==> config.mk <==
export PLATFORM = sky130hd
export DESIGN_NAME = serial_subtractor_4
export DESIGN_NICKNAME = d
export VERILOG_FILES = /design/src/rtl/serial_subtractor_4.sv
export SDC_FILE = /design/constraint.sdc
export NUM_CORES = 1
export LEC_CHECK = 0
export ABC_CLOCK_PERIOD_IN_PS = 1300
export BUFFER_PORTS_ARGS = -buffer_cell sky130_fd_sc_hd__buf_2
export CAP_MARGIN = 0
export CORE_ASPECT_RATIO = 2
export CORE_MARGIN = 1
export CORE_UTILIZATION = 33
export DETAILED_ROUTE_END_ITERATION = 10
export GPL_TIMING_DRIVEN = 0
export PLACE_DENSITY = 0.58
export REMOVE_ABC_BUFFERS = 1
export SLEW_MARGIN = 20
export SYNTH_ARGS = -nofsm -noshare
export SYNTH_HDL_FRONTEND = slang
export SYNTH_SLANG_ARGS = --single-unit
==> constraint.sdc <==
create_clock -name clk1 -period 1.3 [get_ports clk1]
set_input_delay 0.13 -clock clk1 [delete_from_list [all_inputs] [get_ports clk1]]
set_output_delay 0.13 -clock clk1 [all_outputs]
set_load 0.01 [all_outputs]
==> src/rtl/serial_subtractor_4.sv <==
// Bit-serial unsigned subtractor: D = (X - Y) mod 2^W, B = borrow out (X < Y).
// One bit per clock, LSB first. The result and borrow are published only on completion.
module serial_subtractor_4 #(
    parameter int W = 4
) (
    input  logic         clk1,
    input  logic         rst1,
    input  logic         start,
    input  logic [W-1:0] X,
    input  logic [W-1:0] Y,
    output logic [W-1:0] D,
    output logic         B,
    output logic         busy,
    output logic         done
);

    localparam int CW = $clog2(W + 1);

    typedef enum logic {IDLE, SHIFT} state_t;

    state_t         state_q, state_d;
    logic [W-1:0]   x_q, x_d;
    logic [W-1:0]   y_q, y_d;
    logic [W-1:0]   r_q, r_d;
    logic [W-1:0]   d_q, d_d;
    logic [CW-1:0]  cnt_q, cnt_d;
    logic           bor_q, bor_d;
    logic           b_q, b_d;
    logic           busy_q, busy_d;
    logic           done_q, done_d;

    logic           xb, yb, diff_bit, bor_next, last_bit;
    logic [W-1:0]   r_shift;

    always_comb begin
        xb       = x_q[0];
        yb       = y_q[0];
        diff_bit = xb ^ yb ^ bor_q;
        bor_next = (~xb & yb) | (~(xb ^ yb) & bor_q);
        last_bit = (cnt_q == CW'(W - 1));
        // Each new difference bit enters at the MSB so bit 0 ends up at the bottom.
        r_shift  = {diff_bit, r_q[W-1:1]};

        state_d = state_q;
        x_d     = x_q;
        y_d     = y_q;
        r_d     = r_q;
        d_d     = d_q;
        cnt_d   = cnt_q;
        bor_d   = bor_q;
        b_d     = b_q;
        busy_d  = busy_q;
        done_d  = 1'b0;

        case (state_q)
            IDLE: begin
                if (start) begin
                    x_d     = X;
                    y_d     = Y;
                    r_d     = '0;
                    cnt_d   = '0;
                    bor_d   = 1'b0;
                    busy_d  = 1'b1;
                    state_d = SHIFT;
                end
            end
            SHIFT: begin
                x_d   = x_q >> 1;
                y_d   = y_q >> 1;
                r_d   = r_shift;
                bor_d = bor_next;
                cnt_d = cnt_q + CW'(1);
                if (last_bit) begin
                    d_d     = r_shift;
                    b_d     = bor_next;
                    done_d  = 1'b1;
                    busy_d  = 1'b0;
                    state_d = IDLE;
                end
            end
            default: state_d = IDLE;
        endcase
    end

    always_ff @(posedge clk1 or posedge rst1) begin
        if (rst1) begin
            state_q <= IDLE;
            x_q     <= '0;
            y_q     <= '0;
            r_q     <= '0;
            d_q     <= '0;
            cnt_q   <= '0;
            bor_q   <= 1'b0;
            b_q     <= 1'b0;
            busy_q  <= 1'b0;
            done_q  <= 1'b0;
        end else begin
            state_q <= state_d;
            x_q     <= x_d;
            y_q     <= y_d;
            r_q     <= r_d;
            d_q     <= d_d;
            cnt_q   <= cnt_d;
            bor_q   <= bor_d;
            b_q     <= b_d;
            busy_q  <= busy_d;
            done_q  <= done_d;
        end
    end

    assign D    = d_q;
    assign B    = b_q;
    assign busy = busy_q;
    assign done = done_q;

    // With W >= 2 a completion can never follow another on the next edge.
    a_done_single: assert property (@(posedge clk1) disable iff (rst1) done |=> !done);
    a_done_idle:   assert property (@(posedge clk1) disable iff (rst1) !(done && busy));

endmodule
# Word level (Yosys, flattened, before mapping)
# Index checks and enable logic that the tools add are counted.
[totals]
register_bits = 24
out_inout_bits = 7
[classes]
n_reduce_logical = 2
mux = 18
addsub = 1
eq_ne = 3
bitwise = 8
[ops]
columns = ["op", "count"]
rows = [
  ["$pmux W4 S2", 3],
  ["$mux W4", 3],
  ["$mux W1", 7],
  ["$pmux W1 S2", 3],
  ["$pmux W3 S2", 1],
  ["$reduce_and A2 Y1", 2],
  ["$add A3 B1 Y3 const B", 1],
  ["$eq A3 B2 Y1 const B", 1],
  ["$mux W3", 1],
  ["$not A1 Y1", 3],
  ["$and A1 B1 Y1", 2],
  ["$ne A2 B1 Y1 const B", 1],
  ["$ne A2 B2 Y1 const B", 1],
  ["$xor A1 B1 Y1", 2],
  ["$or A1 B1 Y1", 1],
]

# Depth between registers and ports, before layout
# Gate-level depths: netlist of the first run.
[logic_depth]
depth_word = 5
depth_mapped = 4
ltp_nobuf = 4

# Worst setup path after synthesis of the first run
# No wires, ideal clock.
[synth_timing]
path_type = "register -> register"
from = "reg cnt_q[0]"
to = "reg b_q, in the netlist B"
synth_period_minus_slack_ns = 1.343
n_path_buf = 0
slack_ns = -0.043
path_stages_with_launch = 5
arrival_ns = 1.218
cell_sequence = "dfrtp_1 ha_1 ha_1 nand2_2 mux2_2"
[synth_via]
elab_chain_len = 2
[synth_rtl]
columns = ["item", "line_no", "rtl"]
rows = [
  ["start, declared", "26", "logic [CW-1:0] cnt_q, cnt_d;"],
  ["start signal, assigned", "103", "cnt_q <= cnt_d;"],
  ["$eq A3 B2 Y1", "40", "last_bit = (cnt_q == CW'(W - 1));"],
  ["$reduce_and A2 Y1 (no source line)", "-", ""],
  ["end signal, assigned", "94", "b_q <= 1'b0;"],
  ["end signal, assigned", "105", "b_q <= b_d;"],
  ["end, declared", "28", "logic b_q, b_d;"],
]
# No other way between the ends.
# A chain may end at the register's enable or synchronous reset.

# Worst setup path in the final report of the first run
[layout_timing]
from = "reg cnt_q[0]"
to = "reg d_q[1], in the netlist D[1]"
[layout_via]
elab_chain_len = 2
[layout_rtl]
columns = ["item", "line_no", "rtl"]
rows = [
  ["$eq A3 B2 Y1", "40", ""],
  ["$reduce_and A2 Y1 (no source line)", "-", ""],
  ["end signal, assigned", "91", "d_q <= '0;"],
  ["end signal, assigned", "102", "d_q <= d_d;"],
  ["end, declared", "25", "logic [W-1:0] d_q, d_d;"],
]
# No other way between the ends.

==> impl_metrics.ini, run 1 <==
[min_path]
worst_hold_path_type = in2async

[critical_path]
setup.worst_path.class = reg2reg
crit_path_cell_trace = ha_2, ha_4, nand2_8, mux2_2
timing.critical_path.from_type = flop
ff2ff_path_depth = 4
crit_path_max_incr_delay_ns = 0.40
setup.reg_to_reg.worst_slack_ns = -0.02
timing.critical_path.arrival_ns = 1.47
worstPathBufferInverterCount = 0
regToRegEndpoint = D[1]$_DFFE_PP0P_
worst_path_max_delay_cell = sky130_fd_sc_hd__dfrtp_1
worst_ep_required_time_ns = 1.45
cp_top_family = flip-flops
critical_path.reg2reg.startpoint = cnt_q[0]$_DFFE_PP0P_
max_fo_critical_path = 6
capturing_element_type_of_the_critical_path = flop

[drt]
drt-pass1-iter-count = 2
route.layer.met1.wl_um = 668
wl_met2_um = 944
antenna_violating_nets_post_route = 0
num_vias = 645
met3_wirelength_um = 42
routed_wire_length_mm = 1.67
dr.max_layer_used = met4
routed_via_density = 4.85
drcViolationCount = 0
drt-initial-drc-count = 8
route.detailed.wl_per_inst_um = 12.6

[power]
intPower_w = 0.00182
power_w = 0.00276
pwr-share-clk_pct = 15.6
pwr_density_cell_nw_per_um2 = 2310
p_switching_w = 0.000940
power_switching_share_pct = 34.1
p_seq_share_pct = 47.5
vdd_drop_max_mv = 0.952
comb_power_share_pct = 37.0
power.static_leakage_nw = 0.605

[sta]
finalWorstSetupSlack_ns = -0.0161
fmaxAchievable_mhz = 760
post-route-period-util_pct = 101
drv_slew = 0
setup_total_negative_slack_ns = -0.0515
setup_repair_after_global_routing_missed_its_margin = yes
fin_worst_skew_ns = 0.00264
timing.final.hold_violations = 0
max_slew_margin_pct = 44.1
period_needed_ns = 1.32
worst_slew_pin_slew_ns = 0.838
final-setup-viol-count = 4

[final_layout]
finalInstanceArea_um2 = 1190
drive_gt1_share_pct = 32.7
post-route-util_pct = 42.6
fillers = 291
antennaDiodeCount = 0
synthToLayoutAreaGrowth_pct = 19.8
num-nets-final = 120

[yosys]
synth_fa_ha_area_share_pct = 5.78
synth-seq-area-share_pct = 57.8
synth_top_area_cell = sky130_fd_sc_hd__dfrtp_1
synth_async_reset_ratio_pct = 100
post_synth_num_cell_types = 18
dominant_combinational_cell_family_by_area_after_synthesis = multiplexers
most_frequent_cells_after_synthesis = sky130_fd_sc_hd__dfrtp_1 (23), sky130_fd_sc_hd__nand2_1 (9), sky130_fd_sc_hd__inv_1 (8), sky130_fd_sc_hd__mux2i_1 (8), sky130_fd_sc_hd__mux2_2 (6)
synthFlopType = sky130_fd_sc_hd__dfrtp_1
synthesis.instances = 84
ys_top_cells_by_area = sky130_fd_sc_hd__dfrtp_1 (58%), sky130_fd_sc_hd__mux2i_1 (8.0%), sky130_fd_sc_hd__mux2_2 (6.8%)
yosys_warnings = 0
synth-simple-area-share_pct = 7.41
synth.mux.area_fraction_pct = 14.8
synth_compound_gate_area_share_pct = 8.29
yosys_top_cell_area_share_pct = 57.8
synth_enable_flop_cells = 0
synth.most_common_cell = sky130_fd_sc_hd__dfrtp_1
syn-cell-area_um2 = 996
post_synth_xor_area_fraction_pct = 0
yosys_register_bits = 23
syn_avg_cell_area_um2 = 11.9

[die]
die_height_um = 79.7
die_area_um2 = 3250
design.core.area_um2 = 2800
fp-row-count = 27
start_util_pct = 35.5
floorplan.die.width_um = 40.8
io_pins = 18

[clock_tree]
quantity_of_hold_fixing_buffers_added_after_cts = 0
clock_tree.root_cell = sky130_fd_sc_hd__clkbuf_8
clkSlewWorstSetupHoldPaths_ns = 0.08
worstSkewPairLatency_ns = 0.26
clock-sinks = 23
cts_tree = yes
clock_path_buffers = 2
htree_num_levels = 1
tritoncts.num_buffers = 3

[global_routing]
grt_first_pass_wirelength_mm = 2.80
overflow = 0
grt_start_max_net_pins = 29
grt_antenna_before_repair = 0
grt_util_all_layers_pct = 12.2
first_global_vias = 658

[run]
max_cap_violations = 0

[run_status]
run_status = finished, violations left
failed_checks = negative setup slack

[placed_design]
placement.cell_area_um2 = 1090
dp_slack_ns = -0.271
placement.io_buffers = 17
place_congestion = 0.671
place_hpwl_mm = 1.16
[per-layer routing]
| layer | GRT usage (%) | up-vias |
|---|---|---|
| met2 | 19.4 | 9 |
| met1 | 15.8 | 316 |
| li1 | - | 318 |
| met4 | 6.00 | 0 |
| met5 | 0 | - |
| met3 | 0.836 | 2 |
[per-stage QoR]
stage | cells | hold slack (ns)
global placement | 126 | 0.340
CTS | 133 | 0.0694
global route | 133 | 0.107
detailed placement | 126 | 0.354
floorplan | 80 | 0.132
finish | 133 | 0.0250
[power groups by stage]
| stage | logic [W] | registers (W) | clock network, W |
|---|---|---|---|
| floorplan | 0.000590 | 0.00128 | 0 |
| global placement | 0.000826 | 0.00129 | 0 |
| detailed placement | 0.000876 | 0.00130 | 0 |
| CTS | 0.00100 | 0.00129 | 0.000445 |
| global route | 0.00115 | 0.00136 | 0.000480 |
| finish | 0.00102 | 0.00131 | 0.000429 |
[flip-flops by register name, indices dropped and copies added, names as in the netlist, 3 cells and up]
register	count
r_q	3
y_q	4
D	4
cnt_q	3
x_q	4
[worst register-to-register path, stage by stage (launching register included)]
cell                      delay (ns)
sky130_fd_sc_hd__dfrtp_1        0.40
sky130_fd_sc_hd__ha_2           0.21
sky130_fd_sc_hd__ha_4           0.18
sky130_fd_sc_hd__nand2_8        0.09
sky130_fd_sc_hd__mux2_2         0.33
[worst max path at each step]
stage                    startpoint          endpoint  slack [ns]  depth (start not counted)
4_1_cts        cnt_q[1]$_DFFE_PP0P_  D[1]$_DFFE_PP0P_       -0.02                          4
3_5_place_dp      state_q$_DFF_PP0_  D[0]$_DFFE_PP0P_       -0.27                          2
6_report       cnt_q[0]$_DFFE_PP0P_  D[1]$_DFFE_PP0P_       -0.02                          4
5_1_grt        cnt_q[1]$_DFFE_PP0P_  D[3]$_DFFE_PP0P_       -0.05                          4
3_3_place_gp      state_q$_DFF_PP0_  D[1]$_DFFE_PP0P_       -0.26                          2
2_1_floorplan  cnt_q[0]$_DFFE_PP0P_     B$_DFFE_PP0P_       -0.05                          4
[cell families (layout without fill, tap and decap cells)]
| group | Yosys count | in the layout |
|---|---|---|
| flops | 23 | 23 |
| simple gates | 17 | 17 |
| compound gates | 14 | 14 |
| mux | 14 | 14 |
| buf+inv | 12 | 32 |
| fa+ha+maj | 4 | 4 |
[timing repair]
action                                  in CTS  in global routing
endpoints found under the setup margin      10                  6
buffers inserted                             3                  0
gates resized for setup                      6                  2
pin swaps                                    1                  0
cloned                                       0                  0
[cell usage in the layout (no fill, tap or decap)]
cell type,instances
sky130_fd_sc_hd__dfrtp_4,1
sky130_fd_sc_hd__ha_4,1
sky130_fd_sc_hd__inv_1,8
sky130_fd_sc_hd__buf_4,3
sky130_fd_sc_hd__a22o_1,3
sky130_fd_sc_hd__nand2_8,1
sky130_fd_sc_hd__mux2_4,1
sky130_fd_sc_hd__clkbuf_8,3
sky130_fd_sc_hd__dfrtp_1,22
sky130_fd_sc_hd__ha_2,1
sky130_fd_sc_hd__nor2_1,4
sky130_fd_sc_hd__nand2b_1,3
sky130_fd_sc_hd__mux2i_1,8
sky130_fd_sc_hd__buf_2,17
sky130_fd_sc_hd__nand2_1,9
sky130_fd_sc_hd__o21ai_0,5
sky130_fd_sc_hd__o22ai_1,1
sky130_fd_sc_hd__fa_1,1
sky130_fd_sc_hd__o21ai_1,4
sky130_fd_sc_hd__ha_1,1
sky130_fd_sc_hd__clkinv_2,1
sky130_fd_sc_hd__a21oi_1,1
sky130_fd_sc_hd__mux2_2,5
[cell type report]
| type | instances | area [µm²] | share of cell area, % |
|---|---|---|---|
| Clock buffer | 3 | 41.3 | 3.46 |
| Clock inverter | 1 | 5.00 | 0.419 |
| Inverter | 8 | 30.0 | 2.52 |
| Multi-Input combinational cell | 49 | 394 | 33.0 |
| Sequential cell | 23 | 579 | 48.5 |
| Tap cell | 29 | 36.3 | 3.04 |
| Timing Repair Buffer | 20 | 108 | 9.01 |
Power figures use the tool's default switching activity.
==> inputs of run 2 (changes only) <==
- REMOVE_ABC_BUFFERS: 1 -> not set
- SLEW_MARGIN: 20 -> not set
==> run 2 against run 1 <==
The run still ends with negative setup slack left. Flip-flop and latch count unchanged. Clock skew fell by 0.00095 ns. Via count grew 4.3%. Core utilization rose by 1.9 points. Wire length grew 9.1%. Register-to-register slack about the same. Critical endpoint is now D[3]$_DFFE_PP0P_. Largest power group is now combinational cells. Highest routed layer unchanged.
==> impl_metrics.ini, run 2 (same netlist as run 1, synthesis figures left out) <==
[global_routing]
grt_start_max_net_pins = 24
grt_antenna_before_repair = 0
overflow = 0
grt_first_pass_wirelength_mm = 3.13
first_global_vias = 680
grt_util_all_layers_pct = 14.1

[sta]
final-setup-viol-count = 1
timing.final.hold_violations = 0
finalWorstSetupSlack_ns = -0.00127
max_slew_margin_pct = 41.7
worst_slew_pin_slew_ns = 0.874
drv_slew = 0
fin_worst_skew_ns = 0.00169
post-route-period-util_pct = 100
setup_repair_after_global_routing_missed_its_margin = yes
fmaxAchievable_mhz = 768
period_needed_ns = 1.30

[drt]
drcViolationCount = 0
num_vias = 673
routed_via_density = 4.84
routed_wire_length_mm = 1.83
drt-pass1-iter-count = 4
antenna_violating_nets_post_route = 0
route.detailed.wl_per_inst_um = 13.1
drt-initial-drc-count = 6

[placed_design]
placement.io_buffers = 17
post-place-cells = 130
place_congestion = 0.698
place_hpwl_mm = 1.28

[final_layout]
fillers = 284
layoutNonFillerInstCount = 139
antennaDiodeCount = 0
drive_gt1_share_pct = 36.4
synthToLayoutAreaGrowth_pct = 25.3
post-route-util_pct = 44.5
num-nets-final = 126
layout_commonest_cell = sky130_fd_sc_hd__dfrtp_1
final_cell_mix = sky130_fd_sc_hd__dfrtp_1 (23), sky130_fd_sc_hd__buf_2 (19), sky130_fd_sc_hd__nand2_1 (9)

[critical_path]
worst_path_max_delay_cell = sky130_fd_sc_hd__fa_1
max_fo_critical_path = 2
critical_path.reg2reg.startpoint = y_q[0]$_DFFE_PP0P_
timing.critical_path.arrival_ns = 1.46
cp_top_family = adder cells
cp-endpoint = D[3]$_DFFE_PP0P_
capturing_element_type_of_the_critical_path = flop
setup.worst_path.class = reg2reg
worstSetupPathDepth = 3
crit_startpoint = y_q[0]$_DFFE_PP0P_
ff2ff_path_depth = 3
crit_path_cell_trace = inv_2, fa_1, mux2_4
crit_path_max_incr_delay_ns = 0.49
worst_ep_required_time_ns = 1.46
regToRegEndpoint = D[3]$_DFFE_PP0P_
worstPathBufferInverterCount = 1
timing.critical_path.from_type = flop
setup.reg_to_reg.worst_slack_ns = -0.001

[min_path]
worst_hold_path_type = in2async

[run_status]
run_status = finished, violations left
failed_checks = negative setup slack

[power]
power_w = 0.00292
pwr_density_cell_nw_per_um2 = 2340
vdd_drop_max_mv = 1.10
power.static_leakage_nw = 0.647

[die]
start_util_pct = 35.5
floorplan.die.width_um = 40.8
die_area_um2 = 3250
fp-row-count = 27
die_height_um = 79.7
design.core.area_um2 = 2800
io_pins = 18

[clock_tree]
worstSkewPairLatency_ns = 0.27
cts_tree = yes
clock_tree.root_cell = sky130_fd_sc_hd__clkbuf_8
clkSlewWorstSetupHoldPaths_ns = 0.08
tritoncts.num_buffers = 3
clock-sinks = 23
htree_num_levels = 1
clock_path_buffers = 2

[yosys]
syn_nets = 99

[run]
max_cap_violations = 0
-- run 2: changes by cell type in the layout (fill, tap and decap cells not counted), sizes merged --
| cell | before | now |
|---|---|---|
| clkinv | 1 | 0 |
| buf | 20 | 26 |
| clkbuf | 3 | 4 |
-- run 2: area by class of cell --
cell class              count  area [µm²]  area share, %
flip-flops and latches     23         576           46.1
multi-input cells          49         409           32.8
repair buffers             22         123           9.83
clock buffers               4        45.0           3.61
well taps                  29        36.3           2.91
inverters                   8        30.0           2.41
plain buffers               4        28.8           2.31
-- run 2: routing by layer --
metal	part of all wire (%)	global-route usage, %	up-vias
li1	-	-	331
met1	41	15.2	323
met2	52	23.0	14
met3	3.2	3.34	5
met4	3.6	8.00	0
met5	0	0	-
-- run 2: worst min path at each step --
stage	from	endpoint	slack [ns]
2_1_floorplan	rst1	B$_DFFE_PP0P_	0.13
3_3_place_gp	rst1	D[1]$_DFFE_PP0P_	0.35
3_5_place_dp	rst1	D[1]$_DFFE_PP0P_	0.36
4_1_cts	rst1	y_q[1]$_DFFE_PP0P_	0.07
5_1_grt	Y[3]	y_q[3]$_DFFE_PP0P_	0.10
6_report	rst1	D[1]$_DFFE_PP0P_	0.03
-- run 2: report_power, final --
part	internal (W)	switching, W	total, W
logic	0.000692	0.000603	0.00129
registers	0.00102	0.000158	0.00118
clock network	0.000220	0.000230	0.000449
-- run 2: worst reg2reg max path, cell delays in order, from the launching register on --
cell and delay [ns]:
sky130_fd_sc_hd__dfrtp_1 0.37, sky130_fd_sc_hd__inv_2 0.05, sky130_fd_sc_hd__fa_1 0.49, sky130_fd_sc_hd__mux2_4 0.28
-- run 2: metrics by stage --
stage | setup slack (ns) | hold slack [ns] | setup TNS (ns) | instance area, µm²
2_1_floorplan | 0.0120 | 0.132 | 0 | 1000
3_3_place_gp | -0.0428 | 0.349 | -0.209 | 1120
3_5_place_dp | -0.0743 | 0.359 | -0.354 | 1120
4_1_cts | -0.0183 | 0.0673 | -0.0557 | 1210
5_1_grt | -0.0487 | 0.104 | -0.124 | 1250
6_report | -0.00127 | 0.0288 | -0.00127 | 1250
-- run 2: what timing repair did --
item	in CTS	in global routing
pin swaps	2	2
gates resized for setup	6	4
gates cloned	0	0
setup endpoints to repair	6	5
buffers inserted	2	3
hold buffers	0	0
==> inputs of run 3 (changes only) <==
--- a/config.mk
+++ b/config.mk
@@ -7,5 +7,4 @@
 export LEC_CHECK = 0
 export ABC_CLOCK_PERIOD_IN_PS = 1300
-export BUFFER_PORTS_ARGS = -buffer_cell sky130_fd_sc_hd__buf_2
 export CAP_MARGIN = 0
 export CORE_ASPECT_RATIO = 2
@@ -13,6 +12,6 @@
 export CORE_UTILIZATION = 33
 export DETAILED_ROUTE_END_ITERATION = 10
-export GPL_TIMING_DRIVEN = 0
-export PLACE_DENSITY = 0.58
+export DONT_BUFFER_PORTS = 1
+export PLACE_DENSITY = 0.52
 export SYNTH_ARGS = -nofsm -noshare
 export SYNTH_HDL_FRONTEND = slang
==> constraint.sdc (replaced) <==
create_clock -name clk1 -period 1.3 [get_ports clk1]
set_input_delay 0.13 -clock clk1 [delete_from_list [all_inputs] [get_ports clk1]]
set_output_delay 0.13 -clock clk1 [all_outputs]
set_load 0.005 [all_outputs]
==> run 3 against run 2 <==
Die area did not move. Via count fell by 5.9%. First-iteration DRC count fell by 17%. Worst hold slack got worse by 0.0032 ns. Final area fell by 3.7%. Combinational power fell by 12%. Largest power group is now registers. Clock skew rose by 0.0014 ns. Cell count fell by 10%. Sequential share of layout area rose by 1.8 points. The flow now finishes without violations.
==> impl_metrics.ini, run 3 (same netlist as run 1, synthesis figures left out) <==
[run_status]
run_status = finished clean

[final_layout]
synthToLayoutAreaGrowth_pct = 20.6
post-route-util_pct = 42.8
drive_gt1_share_pct = 25.0
antennaDiodeCount = 0
multiInputGateArea_um2 = 419
layout_commonest_cell = sky130_fd_sc_hd__dfrtp_1
final-seq-area_um2 = 576
num-nets-final = 112
fillers = 276
final_cell_mix = sky130_fd_sc_hd__dfrtp_1 (23), sky130_fd_sc_hd__buf_4 (10), sky130_fd_sc_hd__nand2_1 (9)

[power]
pwr_density_cell_nw_per_um2 = 2360
p_seq_share_pct = 44.3
vdd_drop_max_mv = 0.967
comb_power_share_pct = 40.0
power.static_leakage_nw = 0.594
p_switching_w = 0.000927
pwr-share-clk_pct = 15.7
intPower_w = 0.00191
power_switching_share_pct = 32.7

[sta]
post-route-period-util_pct = 98.7
setup_total_negative_slack_ns = 0
setup_repair_after_global_routing_missed_its_margin = yes
final-setup-viol-count = 0
finalWorstSetupSlack_ns = 0.0174
worst_slew_pin_slew_ns = 0.359
period_needed_ns = 1.28
max_slew_margin_pct = 76.0
drv_slew = 0
fin_worst_skew_ns = 0.00306
fmaxAchievable_mhz = 780
timing.final.hold_violations = 0

[drt]
drcViolationCount = 0
routed_wire_length_mm = 1.76
antenna_violating_nets_post_route = 0
num_vias = 633
drt-initial-drc-count = 5
drt-pass1-iter-count = 2
route.detailed.wl_per_inst_um = 14.1
routed_via_density = 5.06

[critical_path]
worst_ep_required_time_ns = 1.45
worstPathBufferInverterCount = 1
cp_top_family = adder cells
capturing_element_type_of_the_critical_path = flop
timing.critical_path.arrival_ns = 1.44
timing.critical_path.from_type = flop
crit_path_max_incr_delay_ns = 0.49
crit_path_cell_trace = inv_2, fa_1, mux2_4
worst_path_max_delay_cell = sky130_fd_sc_hd__fa_1
max_fo_critical_path = 2
setup.worst_path.class = reg2reg

[placed_design]
placement.io_buffers = 0
place_hpwl_mm = 1.18
place_congestion = 0.660
dp_slack_ns = -0.0402

[die]
die_area_um2 = 3250
io_pins = 18
floorplan.die.width_um = 40.8
die_height_um = 79.7
fp-row-count = 27
design.core.area_um2 = 2800
start_util_pct = 35.5

[yosys]
syn_nets = 99

[global_routing]
first_global_vias = 630
grt_antenna_before_repair = 0
grt_first_pass_wirelength_mm = 2.96
overflow = 0
grt_util_all_layers_pct = 13.5
grt_start_max_net_pins = 24

[run]
max_cap_violations = 0

[min_path]
worst_hold_path_type = in2reg

[clock_tree]
clock-sinks = 23
worstSkewPairLatency_ns = 0.26
clock_path_buffers = 2
cts_tree = yes
tritoncts.num_buffers = 3
htree_num_levels = 1
clock_tree.root_cell = sky130_fd_sc_hd__clkbuf_8
clkSlewWorstSetupHoldPaths_ns = 0.08
-- run 3: worst paths after layout --
check                                    from              endpoint  slack [ns]  cells after the start
min reg2reg                y_q[2]$_DFFE_PP0P_    y_q[1]$_DFFE_PP0P_        0.50                      2
min in group asynchronous                rst1      D[1]$_DFFE_PP0P_        0.34                      3
max                         bor_q$_DFFE_PP0P_      D[3]$_DFFE_PP0P_        0.02                      3
max reg2reg                 bor_q$_DFFE_PP0P_      D[3]$_DFFE_PP0P_        0.02                      3
max in group asynchronous                rst1  cnt_q[2]$_DFFE_PP0P_        0.73                      3
min                                      X[3]    x_q[3]$_DFFE_PP0P_        0.03                      2
-- run 3: area by class of cell --
| type | instances | share of cell area, % |
|---|---|---|
| multi-input cells | 49 | 34.9 |
| flip-flops and latches | 23 | 47.9 |
| clock buffers | 4 | 3.75 |
| inverters | 8 | 2.50 |
| well taps | 29 | 3.02 |
| repair buffers | 12 | 7.92 |
-- run 3: repair_timing --
item                                    in CTS  in global routing
pin swaps                                    1                  2
resized for setup                            3                  8
hold endpoints to repair                    26                  0
hold buffers                                 2                  0
endpoints found under the setup margin       5                  5
buffers inserted                             1                  3
-- run 3: routing by layer --
| metal | part of all wire [%] | wire length, µm | global-route usage [%] | up-vias |
|---|---|---|---|---|
| li1 | - | - | - | 301 |
| met1 | 39 | 694 | 14.7 | 316 |
| met2 | 53 | 938 | 21.6 | 12 |
| met3 | 3.9 | 68 | 2.79 | 4 |
| met4 | 3.2 | 57 | 9.00 | 0 |
| met5 | 0 | 0 | 0 | - |
-- run 3: power by group through the flow --
stage	Clock [W]	Sequential [W]	Combinational [W]
after floorplan	0	0.00117	0.000732
after global placement	0	0.00124	0.000873
after detailed placement	0	0.00125	0.000903
after CTS	0.000461	0.00125	0.000987
after global routing	0.000485	0.00131	0.00129
final	0.000444	0.00126	0.00113
-- run 3: metrics by stage --
step	cells	instance area, µm²	hold slack [ns]	power (W)
after floorplan	84	1000	0.132	0.00191
after global placement	115	1060	0.0807	0.00212
after detailed placement	115	1060	0.0836	0.00216
after CTS	122	1150	0.0206	0.00270
after global routing	125	1200	0.0355	0.00308
final	125	1200	0.0255	0.00283
